File: src/rtl/proc_pkg.sv
// Shared definitions for the processor control sequencer:
// instruction field layout, opcode values and FSM states.
package proc_pkg;

    localparam int INSTR_W = 10;
    localparam int OP_W    = 4;
    localparam int REG_W   = 3;
    localparam int NREGS   = 8;

    localparam int OP_LSB  = 6;
    localparam int RX_LSB  = 3;
    localparam int RY_LSB  = 0;

    localparam logic [OP_W-1:0] OP_MV  = 4'b0000;
    localparam logic [OP_W-1:0] OP_MVI = 4'b0001;
    localparam logic [OP_W-1:0] OP_ADD = 4'b0010;
    localparam logic [OP_W-1:0] OP_SUB = 4'b0011;
    localparam logic [OP_W-1:0] OP_NOT = 4'b0100;
    localparam logic [OP_W-1:0] OP_AND = 4'b0101;
    localparam logic [OP_W-1:0] OP_OR  = 4'b0110;
    localparam logic [OP_W-1:0] OP_XOR = 4'b0111;

    typedef enum logic [1:0] {
        S_IDLE = 2'd0,
        S_T1   = 2'd1,
        S_T2   = 2'd2,
        S_T3   = 2'd3
    } state_e;

    // Two-operand ALU ops: need an A load in T1 before the ALU step.
    function automatic logic is_binary(input logic [OP_W-1:0] op);
        return (op == OP_ADD) || (op == OP_SUB) || (op == OP_AND) ||
               (op == OP_OR)  || (op == OP_XOR);
    endfunction

endpackage

File: src/rtl/dec3to8.sv
// 3-bit binary to 8-bit one-hot decoder.
// Ports: sel_i register index; onehot_o one-hot select, bit n = Rn.
module dec3to8
    import proc_pkg::*;
(
    input  logic [REG_W-1:0] sel_i,
    output logic [NREGS-1:0] onehot_o
);

    always_comb begin
        onehot_o        = '0;
        onehot_o[sel_i] = 1'b1;
    end

endmodule

File: src/rtl/proc_sequencer.sv
// Control FSM for a simple bus-based processor: captures an instruction
// and sequences register/ALU enables over up to three steps.
// Ports: clk, resetn (async, active-low), run/instr capture inputs;
// R_in/R_out one-hot register enables, A_in/G_in/G_out ALU enables,
// extern_en external bus drive, alu_func, done and illegal pulses.
module proc_sequencer
    import proc_pkg::*;
(
    input  logic               clk,
    input  logic               resetn,
    input  logic               run,
    input  logic [INSTR_W-1:0] instr,
    output logic [NREGS-1:0]   R_in,
    output logic [NREGS-1:0]   R_out,
    output logic               A_in,
    output logic               G_in,
    output logic               G_out,
    output logic               extern_en,
    output logic [OP_W-1:0]    alu_func,
    output logic               done,
    output logic               illegal
);

    state_e             state_q, state_d;
    logic [INSTR_W-1:0] ir_q, ir_d;

    logic [OP_W-1:0]    op;
    logic [REG_W-1:0]   rx, ry;
    logic [NREGS-1:0]   rx_oh, ry_oh;

    assign op = ir_q[OP_LSB +: OP_W];
    assign rx = ir_q[RX_LSB +: REG_W];
    assign ry = ir_q[RY_LSB +: REG_W];

    dec3to8 u_dec_rx (
        .sel_i    (rx),
        .onehot_o (rx_oh)
    );

    dec3to8 u_dec_ry (
        .sel_i    (ry),
        .onehot_o (ry_oh)
    );

    always_ff @(posedge clk or negedge resetn) begin
        if (!resetn) begin
            state_q <= S_IDLE;
            ir_q    <= '0;
        end else begin
            state_q <= state_d;
            ir_q    <= ir_d;
        end
    end

    // Outputs depend only on state and IR, never on run/instr directly.
    always_comb begin
        state_d   = state_q;
        ir_d      = ir_q;
        R_in      = '0;
        R_out     = '0;
        A_in      = 1'b0;
        G_in      = 1'b0;
        G_out     = 1'b0;
        extern_en = 1'b0;
        alu_func  = '0;
        done      = 1'b0;
        illegal   = 1'b0;

        unique case (state_q)
            S_IDLE: begin
                if (run) begin
                    ir_d    = instr;
                    state_d = S_T1;
                end
            end
            S_T1: begin
                state_d = S_IDLE;
                unique case (op)
                    OP_MV: begin
                        R_out = ry_oh;
                        R_in  = rx_oh;
                        done  = 1'b1;
                    end
                    OP_MVI: begin
                        extern_en = 1'b1;
                        R_in      = rx_oh;
                        done      = 1'b1;
                    end
                    // Unary op goes straight to the ALU step.
                    OP_NOT: begin
                        R_out    = ry_oh;
                        G_in     = 1'b1;
                        alu_func = op;
                        state_d  = S_T3;
                    end
                    OP_ADD, OP_SUB, OP_AND, OP_OR, OP_XOR: begin
                        R_out   = rx_oh;
                        A_in    = 1'b1;
                        state_d = S_T2;
                    end
                    default: begin
                        done    = 1'b1;
                        illegal = 1'b1;
                    end
                endcase
            end
            S_T2: begin
                state_d = S_IDLE;
                if (is_binary(op)) begin
                    R_out    = ry_oh;
                    G_in     = 1'b1;
                    alu_func = op;
                    state_d  = S_T3;
                end
            end
            S_T3: begin
                G_out   = 1'b1;
                R_in    = rx_oh;
                done    = 1'b1;
                state_d = S_IDLE;
            end
            default: state_d = S_IDLE;
        endcase
    end

endmodule
File: config.mk
export PLATFORM = sky130hd
export DESIGN_NAME = proc_sequencer
export DESIGN_NICKNAME = d
export VERILOG_FILES = /design/src/rtl/proc_pkg.sv /design/src/rtl/dec3to8.sv /design/src/rtl/proc_sequencer.sv
export SDC_FILE = /design/constraint.sdc
export NUM_CORES = 1
export LEC_CHECK = 0
export ABC_AREA = 1
export BUFFER_PORTS_ARGS = -buffer_cell sky130_fd_sc_hd__buf_2
export CORE_MARGIN = 4
export CORE_UTILIZATION = 45
export CTS_BUF_LIST = sky130_fd_sc_hd__clkbuf_4 sky130_fd_sc_hd__clkbuf_8
export CTS_CLUSTER_SIZE = 20
export DETAILED_ROUTE_END_ITERATION = 12
export GPL_TIMING_DRIVEN = 0
export PLACE_DENSITY = 0.78
export SLEW_MARGIN = 20
export SYNTH_ARGS = -nofsm -noshare
export SYNTH_HDL_FRONTEND = slang
export SYNTH_SLANG_ARGS = --single-unit
File: constraint.sdc
create_clock -name clk -period 1.4 [get_ports clk]
set_clock_uncertainty 0.05 [all_clocks]
set_input_delay 0.21 -clock clk [delete_from_list [all_inputs] [get_ports clk]]
set_output_delay 0.21 -clock clk [all_outputs]
set_load 0.01 [all_outputs]
==> impl_metrics.yaml <==
outcome:
  status: "finished with violations"
  failed_checks: "negative setup slack"
detailed_routing:
  totalWireLength_um: 3314
  dr_total_vias: 1206
  drcViolationCount: 0
  dr.pass1.iters: 5
  vias_per_cell: 5.313
  wl_per_cell_um: 14.60
  drtAntennaViolNets: 0
  drtIter0Drc: 28
worst_setup_path:
  critPathKind: "register to output pin"
  worstPathArrival_ns: 1.65
  required_ns: 1.14
  start_kind: "register"
  cp.depth: 8
  cp-end-kind: "output pin"
  cpPeakStageDelay_ns: 0.40
  path_cells: "inv_2 -> ha_4 -> inv_4 -> nor2_8 -> buf_6 -> nand2_1 -> a21oi_1 -> buf_2"
  path_delay_family: "buffers and inverters"
  cpMaxStageDelayCell: "dfrtp_1"
  r2r_cells: 10
  path_buf_inv: 4
  critPathMaxFanout: 5
timing:
  fin_crit_ns: 1.913
  fin_crit_sh: 1.367
  fmax_mhz: 522.7
  hold_viol_final: 0
  finalWorstSetupSlack_ns: -0.5131
  rsz0062_at_grt: "yes"
  setup_viol: 24
  slew_viol_final: 0
cts:
  clock-sinks: 12
  worstSkewPairLatency_ns: 0.26
  clockBufferDepth: 2
  htreeDepth: 1
  cts_tree: "built"
  cts_buffers: 3
  clk_pin_slew_ns: 0.06
  root_buffer: "clkbuf_4"
die:
  io_pins: 39
  initial_utilization: 0.4794
  core_um2: 2002
  die_w_um: 54.18
  die_area_um2: 2935
  rows: 16
  die_h_um: 54.18
grt:
  grt_pass1_vias: 1127
  grt_usage: 0.2181
  antenna_found_initial: 0
  grt_max_degree: 13
  grt_pass1_wl_um: 4692
  grt-ovfl-total: 0
place:
  io_buffers: 37
  gp_congestion: 0.8055
  post-dp-hpwl_um: 1971
  placedCellCount: 207
logic_synthesis:
  ys_ff_latch: 12
  async_flop_share: 1.000
  yosysTopAreaCell: "dfrtp_1"
  syn-instance-count: 143
  synthTopCellsByArea: "dfrtp_1, nand2_1, nor3_1"
  synth_common_cells: "nand2_1, nor2_1, inv_1"
  synth_top_area_share: 0.3129
  synth-xor-area-share: 0
  syn_nets: 161
  synthAdderAreaFrac: 0.06519
  syn_area_per_cell_um2: 6.711
  synth_mux_area_frac: 0.01173
  syn_area_um2: 959.7
  ys.flop_type: "dfrtp_1"
  synthDistinctLibCells: 23
  ys_seq_area_frac: 0.3129
  yosysWarningCount: 0
  synth_top_family_by_area: "simple AND/OR/NAND/NOR gates"
  yosys.area_share.simple: 0.3846
  synth_compound_area_frac: 0.1147
  post-synth-top-count-cell: "nand2_1"
  synth_edf_count: 0
power:
  p_leak_nw: 0.7696
  peakVddDrop_mv: 1.651
  power_mw: 3.450
  power_density_nw_per_um2: 2215
run:
  drv_cap: 0
min_path:
  holdPathStages: 2
  worstHoldPathType: "input pin to register"
finish:
  stdcell_count: 227
  diodes: 0
  layout.nets: 220
  syn2layout_area_growth_pct: 62.32
  drive_gt1_frac: 0.5350
[registers in the layout, indices dropped and copies added (netlist names)]
signal	flops
ir_q	10
state_q	2
[layout make-up]
type / instances / area [µm²]
flip-flops and latches: 12 / 302.8
well taps: 27 / 33.78
plain buffers: 3 / 28.78
multi-input cells: 105 / 721.9
fillers: 135 / 444.2
inverters: 23 / 91.34
clock buffers: 3 / 22.52
repair buffers: 54 / 356.6
[routing by layer]
metal	vias to the layer above	part of all wire	global-route usage
li1	575	-	-
met1	553	0.42	0.2576
met2	66	0.49	0.3825
met3	12	0.066	0.03601
met4	0	0.022	0.09544
met5	-	0	0
[cells by family (layout without fill, tap and decap cells)]
logic type | after synthesis | after routing
compound gates | 20 | 20
fa+ha+maj | 5 | 5
buf+inv | 26 | 83
flops | 12 | 12
simple gates | 78 | 78
other cells | 1 | 1
mux | 1 | 1
[repair_timing]
item	in CTS	in global routing
hold buffers	1	0
pin swaps	9	7
endpoints found under the setup margin	34	35
endpoints found under the hold margin	12	0
resized for setup	25	25
buffers inserted	12	4
[worst paths after layout]
kind	startpoint	endpoint	slack, ns
min in group asynchronous	resetn	ir_q[0]	0.30
hold / removal	instr[8]	ir_q[8]	0.12
setup reg to reg	state_q[1]	state_q[0]	0.01
hold reg to reg	ir_q[6]	ir_q[6]	0.54
setup / recovery	state_q[1]	R_out[3]	-0.51
max in group asynchronous	resetn	state_q[0]	0.77
[cells in the final DEF, fill, tap and decap left out, types with 2 or more instances in the layout]
cell type / netlist / routed
ha_4: 0 / 4
inv_4: 0 / 2
inv_1: 19 / 15
a21oi_1: 17 / 11
buf_2: 1 / 34
nor3_2: 0 / 2
nand2_1: 26 / 15
buf_4: 1 / 12
buf_6: 0 / 9
nor2_2: 0 / 2
nand2_4: 2 / 6
clkbuf_4: 0 / 3
nand2_2: 4 / 11
inv_2: 4 / 6
nor3_1: 18 / 16
nor2_1: 23 / 21
a21oi_2: 0 / 6
dfrtp_1: 12 / 10
dfrtp_2: 0 / 2
[report_power, final]
| group | internal [mW] | switching, mW | leakage [nW] |
|---|---|---|---|
| logic | 1.04 | 1.46 | 0.623 |
| clock network | 0.0994 | 0.0986 | 0.0138 |
| registers | 0.521 | 0.227 | 0.133 |
| total | 1.66 | 1.79 | 0.770 |
[metrics by stage]
step,instance area (µm²),TNS (ns),utilization,setup WS [ns],hold slack [ns]
2_1_floorplan,997.2,-0.2435,-,-0.04467,-0.1356
3_3_place_gp,1216,-2.813,0.6075,-0.1897,0.04334
3_5_place_dp,1216,-3.957,0.6075,-0.2270,0.04457
4_1_cts,1421,-8.959,0.7100,-0.4408,0.1193
5_1_grt,1558,-12.16,0.7781,-0.5902,0.1219
6_report,1558,-9.971,0.7781,-0.5131,0.1237
No activity file was read; power rests on OpenSTA's default activity.
